[src/rtl/mem_access_ctrl.sv]
// mem_access_ctrl: single-outstanding load/store front end for ram256x8.
// Registers one request, checks alignment, runs the mv/moc handshake with a
// two-flop synchronized moc and a bounded wait, and returns extended load data.
module mem_access_ctrl #(
    parameter int unsigned ADDR_W  = 8,
    parameter int unsigned DATA_W  = 64,
    parameter int unsigned TIMEOUT = 64
) (
    input  logic              clk,
    input  logic              reset,
    input  logic              req,
    input  logic              is_store,
    input  logic [1:0]        size,
    input  logic              sign_ext,
    input  logic [ADDR_W-1:0] addr,
    input  logic [DATA_W-1:0] wdata,
    output logic              busy,
    output logic              done,
    output logic [1:0]        err,
    output logic [DATA_W-1:0] rdata,
    output logic [DATA_W-1:0] ram_data_in,
    output logic              ram_rw,
    output logic [ADDR_W-1:0] ram_address,
    output logic [1:0]        ram_type,
    output logic              ram_enable,
    output logic              ram_mv,
    input  logic              ram_moc,
    input  logic [DATA_W-1:0] ram_data_out
);

    localparam int unsigned CNT_W = $clog2(TIMEOUT + 1);

    localparam logic [1:0] ERR_OK      = 2'b00;
    localparam logic [1:0] ERR_ALIGN   = 2'b01;
    localparam logic [1:0] ERR_TIMEOUT = 2'b10;

    typedef enum logic [2:0] {
        S_IDLE,
        S_SETUP,
        S_WAIT,
        S_RELEASE,
        S_DONE
    } state_t;

    state_t            state_q, state_d;
    logic              busy_q, busy_d;
    logic              done_q, done_d;
    logic [1:0]        err_q, err_d;
    logic [1:0]        err_pend_q, err_pend_d;
    logic [DATA_W-1:0] rdata_q, rdata_d;
    logic [DATA_W-1:0] load_q, load_d;
    logic [DATA_W-1:0] ram_data_in_q, ram_data_in_d;
    logic              ram_rw_q, ram_rw_d;
    logic [ADDR_W-1:0] ram_address_q, ram_address_d;
    logic [1:0]        ram_type_q, ram_type_d;
    logic              ram_enable_q, ram_enable_d;
    logic              ram_mv_q, ram_mv_d;
    logic [CNT_W-1:0]  cnt_q, cnt_d;
    logic              moc_s1_q, moc_s1_d;
    logic              moc_s2_q, moc_s2_d;
    logic              is_store_q, is_store_d;
    logic [1:0]        size_q, size_d;
    logic              sign_ext_q, sign_ext_d;

    // Keep only the bytes selected by size; upper bits forced to zero.
    function automatic logic [DATA_W-1:0] mask_store(input logic [1:0] sz,
                                                     input logic [DATA_W-1:0] w);
        case (sz)
            2'b00:   return DATA_W'(w[7:0]);
            2'b01:   return DATA_W'(w[15:0]);
            2'b10:   return DATA_W'(w[31:0]);
            default: return w;
        endcase
    endfunction

    // Sign- or zero-extend the low bytes of a RAM read according to size.
    function automatic logic [DATA_W-1:0] extend_load(input logic [1:0] sz,
                                                      input logic se,
                                                      input logic [DATA_W-1:0] d);
        case (sz)
            2'b00:   return se ? {{(DATA_W-8){d[7]}}, d[7:0]}    : DATA_W'(d[7:0]);
            2'b01:   return se ? {{(DATA_W-16){d[15]}}, d[15:0]} : DATA_W'(d[15:0]);
            2'b10:   return se ? {{(DATA_W-32){d[31]}}, d[31:0]} : DATA_W'(d[31:0]);
            default: return d;
        endcase
    endfunction

    function automatic logic misaligned(input logic [1:0] sz, input logic [ADDR_W-1:0] a);
        case (sz)
            2'b01:   return a[0];
            2'b10:   return |a[1:0];
            2'b11:   return |a[2:0];
            default: return 1'b0;
        endcase
    endfunction

    // Next-state and next-output logic for the access sequencer.
    always_comb begin
        state_d       = state_q;
        busy_d        = busy_q;
        done_d        = 1'b0;
        err_d         = ERR_OK;
        err_pend_d    = err_pend_q;
        rdata_d       = rdata_q;
        load_d        = load_q;
        ram_data_in_d = ram_data_in_q;
        ram_rw_d      = ram_rw_q;
        ram_address_d = ram_address_q;
        ram_type_d    = ram_type_q;
        ram_enable_d  = ram_enable_q;
        ram_mv_d      = ram_mv_q;
        cnt_d         = cnt_q;
        moc_s1_d      = ram_moc;
        moc_s2_d      = moc_s1_q;
        is_store_d    = is_store_q;
        size_d        = size_q;
        sign_ext_d    = sign_ext_q;

        case (state_q)
            S_IDLE: begin
                if (req && !busy_q) begin
                    busy_d     = 1'b1;
                    is_store_d = is_store;
                    size_d     = size;
                    sign_ext_d = sign_ext;
                    // Alignment is decided on the values being registered so the
                    // RAM ports are already valid for the whole SETUP cycle.
                    if (misaligned(size, addr)) begin
                        state_d = S_DONE;
                        done_d  = 1'b1;
                        err_d   = ERR_ALIGN;
                    end else begin
                        state_d       = S_SETUP;
                        ram_address_d = addr;
                        ram_rw_d      = ~is_store;
                        ram_type_d    = size;
                        ram_data_in_d = mask_store(size, wdata);
                        ram_enable_d  = 1'b1;
                    end
                end
            end
            S_SETUP: begin
                state_d  = S_WAIT;
                ram_mv_d = 1'b1;
                cnt_d    = '0;
            end
            S_WAIT: begin
                if (moc_s2_q) begin
                    ram_mv_d   = 1'b0;
                    err_pend_d = ERR_OK;
                    if (!is_store_q) begin
                        load_d = extend_load(size_q, sign_ext_q, ram_data_out);
                    end
                    state_d = S_RELEASE;
                end else if (cnt_q == CNT_W'(TIMEOUT - 1)) begin
                    ram_mv_d   = 1'b0;
                    err_pend_d = ERR_TIMEOUT;
                    state_d    = S_RELEASE;
                end else begin
                    cnt_d = cnt_q + CNT_W'(1);
                end
            end
            S_RELEASE: begin
                if (!moc_s2_q) begin
                    state_d      = S_DONE;
                    ram_enable_d = 1'b0;
                    done_d       = 1'b1;
                    err_d        = err_pend_q;
                    if (err_pend_q == ERR_OK && !is_store_q) begin
                        rdata_d = load_q;
                    end
                end
            end
            S_DONE: begin
                state_d = S_IDLE;
                busy_d  = 1'b0;
            end
            default: begin
                state_d = S_IDLE;
                busy_d  = 1'b0;
            end
        endcase
    end

    // State, registered outputs and moc synchronizer; reset abandons any access.
    always_ff @(posedge clk or posedge reset) begin
        if (reset) begin
            state_q       <= S_IDLE;
            busy_q        <= 1'b0;
            done_q        <= 1'b0;
            err_q         <= ERR_OK;
            err_pend_q    <= ERR_OK;
            rdata_q       <= '0;
            load_q        <= '0;
            ram_data_in_q <= '0;
            ram_rw_q      <= 1'b1;
            ram_address_q <= '0;
            ram_type_q    <= 2'b00;
            ram_enable_q  <= 1'b0;
            ram_mv_q      <= 1'b0;
            cnt_q         <= '0;
            moc_s1_q      <= 1'b0;
            moc_s2_q      <= 1'b0;
            is_store_q    <= 1'b0;
            size_q        <= 2'b00;
            sign_ext_q    <= 1'b0;
        end else begin
            state_q       <= state_d;
            busy_q        <= busy_d;
            done_q        <= done_d;
            err_q         <= err_d;
            err_pend_q    <= err_pend_d;
            rdata_q       <= rdata_d;
            load_q        <= load_d;
            ram_data_in_q <= ram_data_in_d;
            ram_rw_q      <= ram_rw_d;
            ram_address_q <= ram_address_d;
            ram_type_q    <= ram_type_d;
            ram_enable_q  <= ram_enable_d;
            ram_mv_q      <= ram_mv_d;
            cnt_q         <= cnt_d;
            moc_s1_q      <= moc_s1_d;
            moc_s2_q      <= moc_s2_d;
            is_store_q    <= is_store_d;
            size_q        <= size_d;
            sign_ext_q    <= sign_ext_d;
        end
    end

    assign busy        = busy_q;
    assign done        = done_q;
    assign err         = err_q;
    assign rdata       = rdata_q;
    assign ram_data_in = ram_data_in_q;
    assign ram_rw      = ram_rw_q;
    assign ram_address = ram_address_q;
    assign ram_type    = ram_type_q;
    assign ram_enable  = ram_enable_q;
    assign ram_mv      = ram_mv_q;

endmodule

[config.mk]
export PLATFORM = sky130hd
export DESIGN_NAME = mem_access_ctrl
export DESIGN_NICKNAME = d
export VERILOG_FILES = /design/src/rtl/mem_access_ctrl.sv
export SDC_FILE = /design/constraint.sdc
export NUM_CORES = 1
export LEC_CHECK = 0
export BUFFER_PORTS_ARGS = -buffer_cell sky130_fd_sc_hd__buf_2
export CORE_UTILIZATION = 53
export CTS_BUF_LIST = sky130_fd_sc_hd__clkbuf_8
export CTS_CLUSTER_SIZE = 24
export DETAILED_ROUTE_END_ITERATION = 7
export GPL_ROUTABILITY_DRIVEN = 0
export PLACE_DENSITY = 0.91
export SLEW_MARGIN = 40
export SYNTH_ARGS = -nofsm -noshare
export SYNTH_HDL_FRONTEND = slang
export SYNTH_SLANG_ARGS = --single-unit
export TNS_END_PERCENT = 50
[constraint.sdc]
create_clock -name clk -period 8.06 [get_ports clk]
set_input_delay 1.209 -clock clk [delete_from_list [all_inputs] [get_ports clk]]
set_output_delay 1.209 -clock clk [all_outputs]
set_load 0.02 [all_outputs]
After elaboration in Yosys (flattened, before gate mapping)
Cells that the tools add are included.

Bits in registers: 227. Bits of input ports: 144. Output and inout port bits: 145. Word-level logic and storage cells: 100.

$add $sub $neg: 1. Equality and inequality tests: 15. Multiplexer cells: 36. Bitwise gates (word level): 5. Reductions and logical operators: 24.

Operator list (number): $pmux W64 S3 (2); $mux W64 (3); $mux W3 (5); $reduce_and A3 Y1 (5); $mux W7 (2); $pmux W7 S2 (1); $mux W1 (13); $pmux W3 S4 (1); $ne A2 B2 Y1 const B (5); $pmux W1 S2 (4); $reduce_and A2 Y1 (4); $add A7 B1 Y7 const B (1); $eq A7 B6 Y1 const B (1); $eq A2 B2 Y1 const B (3); $eq A3 B2 Y1 const B (2); $logic_not A2 Y1 (3); $mux W2 (3); $reduce_bool A2 Y1 (3); $reduce_or A3 Y1 (2); $not A1 Y1 (5); $eq A2 B1 Y1 const B (2); $pmux W2 S2 (1); $reduce_and A4 Y1 (1); $eq A3 B1 Y1 const B (1); 6 further kinds (8).

Depth between registers and ports, before layout
Depth in word-level cells: 7. Gate-level depth with buffers: 8. Depth with buffers taken out: 4.

Least setup slack after synthesis
OpenSTA, ideal clock, no wires.

Path kind: input -> register. Start: input req. End: register ram_data_in_q[5], in the netlist ram_data_in[5]. Library setup time: 0.125 ns. Arrival: 2.594 ns. Required time: 7.935 ns. Setup slack: 5.341 ns. Cell stages on the path: 5. Buffers on the path: 2. Cells stage by stage: or3b_1 buf_4 a2111oi_4 buf_4 mux2_2.

Longest elaborated chain between the ends: 2.

Ends and longest elaborated chain: start, declared (RTL line 11) `input logic req,`; $logic_and A1 B1 Y1 (RTL line 121) `if (req && !busy_q) begin`; $reduce_and A3 Y1 (no line); end signal, assigned (RTL line 215) `ram_data_in_q <= ram_data_in_d;`; end, declared (RTL line 52) `logic [DATA_W-1:0] ram_data_in_q, ram_data_in_d;`.

No other way between the ends. A chain may end at the register's enable or synchronous reset.

Worst setup path after layout
Start: register state_q[0]. End: register load_q[3].

Longest elaborated chain between the ends: 2.

Ends and longest elaborated chain: start, declared (RTL line 45) `state_t state_q, state_d;`; start signal, assigned (RTL line 208) `state_q <= state_d;`; $eq A3 B2 Y1 (RTL line 119) `case (state_q)`; $reduce_and A3 Y1 (no line); end signal, assigned (RTL line 214) `load_q <= load_d;`; end, declared (RTL line 51) `logic [DATA_W-1:0] load_q, load_d;`.

No other way between the ends.

==> metrics.txt <==
status finished, final reports clean; most frequent cells in the layout 288 x buf_2, 224 x dfrtp_1, 102 x mux2_2; count of final hold-check violations 0; WHS Path Cells 0; area share of fa/ha/maj cells after synthesis 0.136%; grt peak-use layer met2; Synth Cell Area 9200 um^2; GRT overflow 0; clock latency on the worst-skew pair 0.50 ns; GRT Resource Usage Total 25.5%; worst r2r src state_q[0]; syn_nets 859; largest family of logic cells by synthesized area multiplexers; WS Path Type flip-flop to flip-flop; unique cell type count in the Yosys netlist 54; vias per cell 5.57; fin nets 1141; Max clock buf depth 3; f_max 332 MHz; Post-Synthesis Cells 714; Hold Crit Class flip-flop to flip-flop; P&R area growth vs syn 25.4%; first-pass GRT wire length 35800 um; Port Buffer Count 288; Die X 134 um; asr flop ratio synth 100%; sequential share of the synthesized area 61.5%; Root Buffer clkbuf_8; Chip Height 134 um; setup bufs post-CTS 0; met2 global-route usage 43.1%; most common flop cell mapped by yosys dfrtp_1; crit path DAT 3.39 ns; Reg clk slew, reported paths 0.06 ns; post-synthesis xor/xnor area fraction 0%; Routed Antenna Nets 0; final slew viol count 0; Min Clock Period, post-route 3.01 ns; Sum Neg Setup Slack 0 ns; met1 Track Usage GR 32.4%; initial antenna violation count 2; CTS tree done; leakage power 5.76 nW; Synth top area share 61.2%; Slew headroom 48.2%; final-report setup violation count 0; H-tree depth 2; met3 GRT Util 5.25%; vias in the first global route 7157; IR Drop Worst-Case VDD 244 uV; DP HPWL 15000 um; IO Pins 289; Post-Synth Simple-Gate Area 6.19%; pwr/cell area 392 nW/um^2; ranking of synthesized cells by area dfrtp_1 61%, mux2_2 12%, a22o_1 4.6%, a31oi_1 2.7%, nand2_1 2.7%; Req. time, crit path 8.44 ns; clk sinks 226; die area 17900 um^2; Syn Area/Cell 12.9 um^2; Max-Cap Viols 0; Synth Area in Compound Gates 13.6%; largest net degree at the start of global routing 150; commonest non-fill, non-tap cell in the layout buf_2; Initial DRT Pass Iterations 4; leading area contributor after synthesis dfrtp_1; CTS Hold Buffers Added 0; Remaining DRCs 0; post-synthesis register bit count 226; share of layout cells above drive strength 1 46.6%; period utilization 37.3%; hold_sp moc_s1_q; R2R setup slack 5.05 ns; Slew @ Worst Pin 0.777 ns; hold_ws 0.354 ns; Starting Density 54.9%; CP Max Fanout 42; Synthesis Warnings 0; via count 6915; Worst Setup SP state_q[0]; post-DR wirelength/cell 18.0 um; Critical Path Sink Type flip-flop; DRT iter0 DRCs 433; post-CTS sizing 0; EDFF count, synth 0; row count 47; cells on worst reg2reg path 5; core area 16800 um^2; crit start category flip-flop; total CTS buffers 37; unrepaired setup endpoints after global routing no; Final Skew 0.0191 ns; multiplexer share of the synthesized area 14.2%; routed wire length 22400 um
critical path, cell delays in order (launching register included):
cell	delay (ns)
dfrtp_1	0.53
and4bb_2	0.35
buf_4	0.40
and2_2	0.75
buf_4	0.46
mux2_2	0.38
power breakdown:
part           switching (mW)  internal [mW]  total (mW)
sequential              0.303           1.60        1.90
combinational           0.943          0.659        1.60
clock                   0.433          0.583        1.02
worst paths after layout:
| check | endpoint |
|---|---|
| worst max register to register | load_q[3] |
| max in group asynchronous | rdata[9] |
| worst max-delay path | load_q[3] |
| min in group asynchronous | ram_data_in[34] |
| worst min-delay path | moc_s2_q |
| worst min register to register | moc_s2_q |
routing by layer:
layer / routed length (um) / up-vias
met5: 0 / -
met4: 609 / 0
met3: 1440 / 54
met2: 11200 / 292
met1: 9150 / 3421
li1: - / 3148
kinds of logic after synthesis:
kind of cell               Yosys count
AOI/OAI and AO/OA                  186
and+or+nand+nor                    109
adders and majority gates            1
muxes                              117
buffers and inverters               75
DFF                                226
Yosys cell counts (all sizes together) (2+ instances only):
cell	number
nor2	4
mux2i	10
a22o	48
o21a	2
a31oi	40
nand2b	3
nand2	66
nand4bb	4
a211oi	3
nand3	5
nor3b	2
or3b	2
inv	18
and2	3
o211ai	2
dfrtp	225
mux2	107
and3	2
buf	30
clkbuf	27
o21ai	31
a21oi	44
nor4	4
o32a	2
or2	4
nand3b	2
a21o	3
a21boi	2
per-stage QoR:
stage	std cells	total power, mW	util, %	setup WS, ns	cell area (um^2)
final	1242	4.52	68.8	5.05	11500
after global routing	1242	4.78	68.8	4.85	11500
after CTS	1238	4.55	68.6	5.03	11500
after detailed placement	1175	3.52	64.0	4.84	10700
after global placement	1174	3.43	63.7	4.87	10700
after floorplan	714	2.96	-	0.661	9200
registers in the layout, summed over array words and instances, names as in the netlist:
register and flops:
busy 1, cnt_q 7, done 1, err 2, err_pend_q 1, is_store_q 1
load_q 64, moc_s1_q 1, moc_s2_q 1, ram_address 8, ram_data_in 64, ram_enable 1
ram_mv 1, ram_rw 1, ram_type 2, rdata 64, sign_ext_q 1, size_q 2
state_q 3
cell type report:
| class | instances | area [um^2] |
|---|---|---|
| repair buffers | 300 | 1580 |
| clock inverters | 13 | 83.8 |
| clock buffers | 50 | 688 |
| diodes | 2 | 5.00 |
| inverters | 18 | 80.1 |
| flip-flops and latches | 226 | 5660 |
| multi-input cells | 413 | 3160 |
| fillers | 1212 | 5230 |
| well taps | 220 | 275 |
No activity file was read; power rests on OpenSTA's default activity.
